<file path="config.mk">
export PLATFORM = sky130hd
export DESIGN_NAME = vp_cart_ctrl
export DESIGN_NICKNAME = d
export VERILOG_FILES = /design/src/rtl/vp_cart_pkg.sv /design/src/rtl/vp_cart_crc32.sv /design/src/rtl/vp_cart_ctrl.sv
export SDC_FILE = /design/constraint.sdc
export NUM_CORES = 1
export LEC_CHECK = 0
export CORE_ASPECT_RATIO = 0.5
export CORE_MARGIN = 1.5
export CORE_UTILIZATION = 55
export DETAILED_ROUTE_END_ITERATION = 8
export DONT_BUFFER_PORTS = 1
export PLACE_DENSITY_LB_ADDON = 0.3
export SLEW_MARGIN = 0
export SYNTH_ARGS = -nofsm -noshare
export SYNTH_HDL_FRONTEND = slang
export SYNTH_HIERARCHICAL = 1
export SYNTH_SLANG_ARGS = --single-unit
</file>
<file path="constraint.sdc">
create_clock -name clk_i -period 4.2 [get_ports clk_i]
set_clock_uncertainty 0.05 [all_clocks]
set_input_delay 1.05 -clock clk_i [delete_from_list [all_inputs] [get_ports clk_i]]
set_output_delay 1.05 -clock clk_i [all_outputs]
set_load 0.01 [all_outputs]
</file>
<file path="src/rtl/vp_cart_pkg.sv">
// vp_cart_pkg
// Shared definitions for the Videopac cartridge controller: loader FSM state
// type, image-size thresholds that select the bank mapping, CRC-32 constants
// and helpers for the byte-serial CRC and the console address mapping.
// The CRC items are only consumed when VP_CART_CRC_EN is defined.

package vp_cart_pkg;

    typedef enum logic [1:0] {
        ST_IDLE = 2'd0,
        ST_LOAD = 2'd1,
        ST_DONE = 2'd2
    } cart_state_t;

    localparam logic [15:0] SIZE_2K = 16'h0800;
    localparam logic [15:0] SIZE_4K = 16'h1000;
    localparam logic [15:0] SIZE_8K = 16'h2000;

    localparam logic [31:0] CRC32_POLY = 32'hEDB88320;
    localparam logic [31:0] CRC32_INIT = 32'hFFFFFFFF;

    // One byte through the reflected CRC-32 (LSB first).
    function automatic logic [31:0] crc32_byte(input logic [31:0] crc,
                                               input logic [7:0]  data);
        logic [31:0] c;
        c = crc ^ {24'h000000, data};
        for (int i = 0; i < 8; i++) begin
            c = c[0] ? ((c >> 1) ^ CRC32_POLY) : (c >> 1);
        end
        return c;
    endfunction

    // Console address + bank lines to a 14-bit store index. Bit 10 of the
    // console address is the CPU's internal/external select and is dropped
    // for every image up to 8K.
    function automatic logic [13:0] cart_map(input logic [15:0] size,
                                             input logic [11:0] a,
                                             input logic        bs0,
                                             input logic        bs1);
        if (size <= SIZE_2K)
            return {3'b000, a[11], a[9:0]};
        else if (size <= SIZE_4K)
            return {2'b00, bs0, a[11], a[9:0]};
        else if (size <= SIZE_8K)
            return {1'b0, bs1, bs0, a[11], a[9:0]};
        else
            return {bs1, bs0, a};
    endfunction

endpackage

</file>
<file path="src/rtl/vp_cart_crc32.sv">
// vp_cart_crc32
// Byte-serial CRC-32 accumulator (reflected 0xEDB88320, init 0xFFFFFFFF).
// Only instantiated when VP_CART_CRC_EN is defined. The result is the raw
// register; the final inversion is left to the consumer.
// Ports:
//   clk, rst_n   clock, async active-low reset
//   clear        reload the init value
//   strobe       fold in one byte this cycle
//   data         byte to fold in
//   crc          running CRC register

module vp_cart_crc32
    import vp_cart_pkg::*;
(
    input  logic        clk,
    input  logic        rst_n,
    input  logic        clear,
    input  logic        strobe,
    input  logic [7:0]  data,
    output logic [31:0] crc
);

    always_ff @(posedge clk or negedge rst_n) begin
        if (!rst_n)
            crc <= CRC32_INIT;
        else if (clear)
            crc <= CRC32_INIT;
        else if (strobe)
            crc <= crc32_byte(crc, data);
    end

endmodule

</file>
<file path="src/rtl/vp_cart_ctrl.sv">
// vp_cart_ctrl
// Cartridge-side responder for the Videopac cartridge bus. Writes downloaded
// images into the cart ROM store, tracks the image size, maps console fetches
// (address + bank-switch lines) onto the store and returns the fetched byte.
// Optional feature macro: VP_CART_CRC_EN adds a CRC-32 of each image on
// cart_crc_o.
// Ports:
//   clk_i, res_n_i           clock, async active-low reset
//   dl_active_i/wr/addr/data download stream (cart-ROM downloads only)
//   cart_a_i, cart_bs0_i/1_i console address and bank-switch lines
//   cart_psen_n_i            program store enable, active-low
//   cart_d_o                 byte returned to the console
//   rom_a_o/we_o/wd_o, rom_d_i  single-port synchronous ROM store
//   cart_size_o              byte count of the last completed image
//   loaded_o                 one-cycle pulse at download completion
//   cart_crc_o               CRC-32 of the last image (VP_CART_CRC_EN only)
//
// state   | meaning
// IDLE    | mapping console fetches, waiting for dl_active_i rise
// LOAD    | accepting download bytes, console output forced to 0xFF
// DONE    | publish size/CRC, pulse loaded_o, back to IDLE

module vp_cart_ctrl
    import vp_cart_pkg::*;
#(
    parameter int ADDR_W = 14
) (
    input  logic              clk_i,
    input  logic              res_n_i,
    input  logic              dl_active_i,
    input  logic              dl_wr_i,
    input  logic [24:0]       dl_addr_i,
    input  logic [7:0]        dl_data_i,
    input  logic [11:0]       cart_a_i,
    input  logic              cart_bs0_i,
    input  logic              cart_bs1_i,
    input  logic              cart_psen_n_i,
    output logic [7:0]        cart_d_o,
    output logic [ADDR_W-1:0] rom_a_o,
    output logic              rom_we_o,
    output logic [7:0]        rom_wd_o,
    input  logic [7:0]        rom_d_i,
    output logic [15:0]       cart_size_o,
    output logic              loaded_o
`ifdef VP_CART_CRC_EN
    ,
    output logic [31:0]       cart_crc_o
`endif
);

    cart_state_t       state;
    logic              dl_active_q;
    logic [15:0]       byte_cnt;
    logic              psen_d1;
    logic              psen_d2;
    logic              dl_rise;
    logic              dl_fall;
    logic              in_range;
    logic [13:0]       map_idx;
    logic [ADDR_W-1:0] map_a;

    assign dl_rise  = dl_active_i & ~dl_active_q;
    assign dl_fall  = ~dl_active_i & dl_active_q;
    assign in_range = (dl_addr_i[24:ADDR_W] == '0);
    assign map_idx  = cart_map(cart_size_o, cart_a_i, cart_bs0_i, cart_bs1_i);
    assign map_a    = ADDR_W'(map_idx);

`ifdef VP_CART_CRC_EN
    logic        crc_clear;
    logic        crc_strobe;
    logic [31:0] crc_val;

    assign crc_clear  = (state == ST_IDLE) && dl_rise;
    // Out-of-range bytes are still folded into the CRC.
    assign crc_strobe = (state == ST_LOAD) && dl_wr_i;

    vp_cart_crc32 u_crc (
        .clk    (clk_i),
        .rst_n  (res_n_i),
        .clear  (crc_clear),
        .strobe (crc_strobe),
        .data   (dl_data_i),
        .crc    (crc_val)
    );
`endif

    always_ff @(posedge clk_i or negedge res_n_i) begin
        if (!res_n_i) begin
            state       <= ST_IDLE;
            dl_active_q <= 1'b0;
            byte_cnt    <= 16'h0000;
            psen_d1     <= 1'b1;
            psen_d2     <= 1'b1;
            rom_a_o     <= '0;
            rom_we_o    <= 1'b0;
            rom_wd_o    <= 8'h00;
            cart_d_o    <= 8'hFF;
            cart_size_o <= 16'h0000;
            loaded_o    <= 1'b0;
`ifdef VP_CART_CRC_EN
            cart_crc_o  <= 32'h00000000;
`endif
        end else begin
            dl_active_q <= dl_active_i;
            psen_d1     <= cart_psen_n_i;
            psen_d2     <= psen_d1;
            rom_we_o    <= 1'b0;
            loaded_o    <= 1'b0;

            // dl_active_i is included so the entry cycle into LOAD is
            // already blanked.
            if (state == ST_LOAD || dl_active_i || psen_d2)
                cart_d_o <= 8'hFF;
            else
                cart_d_o <= rom_d_i;

            case (state)
                ST_IDLE: begin
                    rom_a_o <= map_a;
                    if (dl_rise) begin
                        state    <= ST_LOAD;
                        byte_cnt <= 16'h0000;
                    end
                end
                ST_LOAD: begin
                    if (dl_wr_i) begin
                        if (byte_cnt != 16'hFFFF)
                            byte_cnt <= byte_cnt + 16'h0001;
                        if (in_range) begin
                            rom_a_o  <= dl_addr_i[ADDR_W-1:0];
                            rom_wd_o <= dl_data_i;
                            rom_we_o <= 1'b1;
                        end
                    end
                    if (dl_fall)
                        state <= ST_DONE;
                end
                ST_DONE: begin
                    rom_a_o     <= map_a;
                    cart_size_o <= byte_cnt;
                    loaded_o    <= 1'b1;
`ifdef VP_CART_CRC_EN
                    cart_crc_o  <= ~crc_val;
`endif
                    state       <= ST_IDLE;
                end
                default: state <= ST_IDLE;
            endcase
        end
    end

endmodule

</file>
==> metrics.md <==
| Metric | Value |
|---|---|
| N_diodes | `0` |
| Post-route antenna net violation count | `0` |
| Count of state elements after synthesis | `around 70` |
| WL/cell | `roughly 19 µm` |
| Drt drc | `0` |
| Post-CTS Setup Inserts | `0` |
| Slew @ Worst Pin | `about 770 ps` |
| Non-Filler Instances | `roughly 360` |
| Antenna violations before repair | `0` |
| Max cap viols | `0` |
| Final setup viols | `0` |
| Library cells used by synthesis | `55` |
| VDD IR max | `0.263 mV` |
| Reg2Reg Setup Slack | `1730 ps` |
| Relative slew margins | `0.488` |
| DR pass1 iterations | `4` |
| Period Utilization, post-route | `0.626` |
| Worst Setup Slack, final | `1570 ps` |
| Clock slew at reported path FFs | `around 60 ps` |
| Post-placement worst setup slack | `approximately 1300 ps` |
| Final total power | `0.00193 W` |
| Setup tns final | `0 ps` |
| Cell Area, Synth | `about 0.0033 mm²` |
| Status | `finished, final reports clean` |
| CTS sink cnt | `a little under 70` |
| Net Sw Frac | `0.236` |
| Largest net degree at the start of global routing | `70` |
| Vias in the first global route | `between 2000 and 2500` |
| Die H | `around 58 µm` |
| Lkg Pwr | `1.73 nW` |
| Post-synthesis cell count | `~280` |
| Synth Flop Type | `dfrtp_1` |
| Detailed Route Iter0 Violations | `146` |
| Clock power share | `0.482` |
| Initial Util | `0.588` |
| Vias per cell | `6.27` |
| Nets | `roughly 340` |
| Hold crit path type | `flip-flop to flip-flop` |
| Async S/R FF share, synth | `1.00` |
| Vias | `~2200` |
| Final hold violation count | `0` |
| Seq pwr share | `0.414` |
| Crit-path max FO | `15` |
| Post-layout util | `0.660` |
| Area leader, netlist | `dfrtp_1` |
| Synth cell count leaders | `59 x dfrtp_1, 22 x mux2i_1, 20 x a21oi_1` |
| Area contributors post-synth | `dfrtp_1 45%, dfstp_2 7.9%, mux2i_1 6.6%, mux2_2 5.4%, mux2_4 3.6%` |
| Placed Cells incl. Taps | `339` |
| Die ar. | `0.00653 mm²` |
| RePlAce Congestion | `0.896` |
| Storage cell area | `0.00174 mm²` |
| Post-cts sizing count | `0` |
| Comb power frac | `0.104` |
| Post-Syn Nets | `between 300 and 400` |
| Area of the multi-input gates | `about 0.0015 mm²` |
| Depth of the CTS H-tree | `3` |
| Largest stage delay on the critical path | `~530 ps` |
| Cell Chain, Critical Path | `nor3_1 -> nand4_4 -> or2_1 -> mux2_4` |
| Most frequent cell after synthesis | `dfrtp_1` |
| HPWL Detailed | `4.71 mm` |
| Cts hold-fix bufs | `0` |
| Core box area | `roughly 0.0056 mm²` |
| Crit. End Element | `flip-flop` |
| Number of synthesized flops with an enable pin | `0` |
| Root buffer cell | `clkbuf_16` |
| Tmin final | `around 2600 ps` |
| Total GRT Usage | `0.217` |
| CP required | `roughly 4400 ps` |
| Grt total ovfl | `0` |
| FMAX | `around 0.38 GHz` |
| Share of cells above drive strength 1 | `0.245` |
| Inserted Clock Buffers | `9` |
| Psw | `0.000456 W` |
| TritonCTS clock tree | `done` |
| IO buf count | `0` |
| Seq/Total Area, Yosys | `0.525` |
| Max Slew Vio Count | `0` |
| Syn avg cell area | `12.0 µm²` |
| Startpoint types | `input port` |
| Power density cells | `519 mW/mm²` |
| Worst path slowest cell | `or2_1` |
| Die width | `around 110 µm` |
| Synth warnings | `6` |
| Post-synth top area share | `0.445` |
| Critical path class | `input port to flip-flop` |
| Worst-skew pair later-pin latency | `320 ps` |
| Ports | `between 100 and 150` |
| Fillers | `423` |
| Rows | `19` |
| First-pass GRT wire length | `between 10 and 15 mm` |
| Internal power | `between 0.001 and 0.0015 W` |
| Syn-to-layout area delta | `12.2%` |
| Clk buf depth | `2` |
| Detailed Route WL | `6.84 mm` |
| RSZ-0062 raised after global routing | `false` |
| Arrival time at the worst endpoint | `around 2800 ps` |
layout by cell type, fill, tap and decap left out, drive strengths merged, types with 3 or more instances in the layout:
master	instances
dfrtp	59
mux2	24
mux2i	22
a21oi	20
nand2	16
nor2	15
dfstp	10
clkbuf	10
or2	9
inv	8
nor3	6
nand3	6
nand2b	6
a211oi	6
or4	5
o41ai	4
bufinv	4
nor4	4
o31ai	3
buf	3
nand4	3
o211ai	3
o311ai	3
nor4b	3
cells by family (layout without fill, tap and decap cells):
family / Yosys count / after routing / share of synthesized area
simple gates: 85 / 85 / 0.161
buf+inv: 22 / 27 / 0.0344
compound gates: 54 / 54 / 0.119
fa+ha+maj: 1 / 1 / 0.00377
flops: 69 / 69 / 0.525
mux: 46 / 46 / 0.157
state kept, by name, indices dropped and copies added, names as in the netlist:
| signal | count |
|---|---|
| dl_active_q | 1 |
| cart_size_o | 16 |
| psen_d1 | 1 |
| rom_we_o | 1 |
| state | 2 |
| rom_a_o | 14 |
| psen_d2 | 1 |
| byte_cnt | 16 |
| loaded_o | 1 |
| cart_d_o | 8 |
| rom_wd_o | 8 |
layout make-up:
class,instances,share of cell area
clock buffers,10,0.0643
clock inverters,6,0.0360
inverters,8,0.00808
multi-input cells,186,0.393
flip-flops and latches,69,0.468
well taps,73,0.0246
repair buffers,3,0.00606
worst paths after layout:
kind / start / endpoint / cells after the start
min in group asynchronous: res_n_i / cart_size_o[7]$_DFFE_PN0P_ / 0
worst max-delay path: dl_addr_i[23] / rom_wd_o[7]$_DFFE_PN0P_ / 4
worst min-delay path: psen_d1$_DFF_PN1_ / psen_d2$_DFF_PN1_ / 0
worst max register to register: state[1]$_DFFE_PN0P_ / byte_cnt[8]$_DFFE_PN0P_ / 4
max in group asynchronous: res_n_i / cart_d_o[6]$_DFF_PN1_ / 0
worst min register to register: psen_d1$_DFF_PN1_ / psen_d2$_DFF_PN1_ / 0
power groups by stage:
stage                     registers (W)  logic, W  clock network (W)
after floorplan                0.000792  0.000170                  0
after global placement         0.000808  0.000194                  0
after detailed placement       0.000810  0.000200                  0
after CTS                      0.000799  0.000201           0.000946
after global routing           0.000809  0.000221           0.000971
final                          0.000799  0.000202           0.000930
worst max-delay path, delay by kind of cell:
family,cells,cell delay [ps]
and+or+nand+nor,3,1360
muxes,1,370
through the flow:
stage	hold slack (ps)	instance area, µm²
2_1_floorplan	295	3310
3_3_place_gp	296	3340
3_5_place_dp	297	3340
4_1_cts	306	3720
5_1_grt	317	3720
6_report	306	3720
routing by layer:
metal	up-vias	routed length, µm	GRT usage
li1	1028	-	-
met4	0	48	0.0651
met2	82	3310	0.356
met3	6	506	0.0753
met1	1110	2970	0.278
met5	-	0	0
No activity file was read; power rests on OpenSTA's default activity.
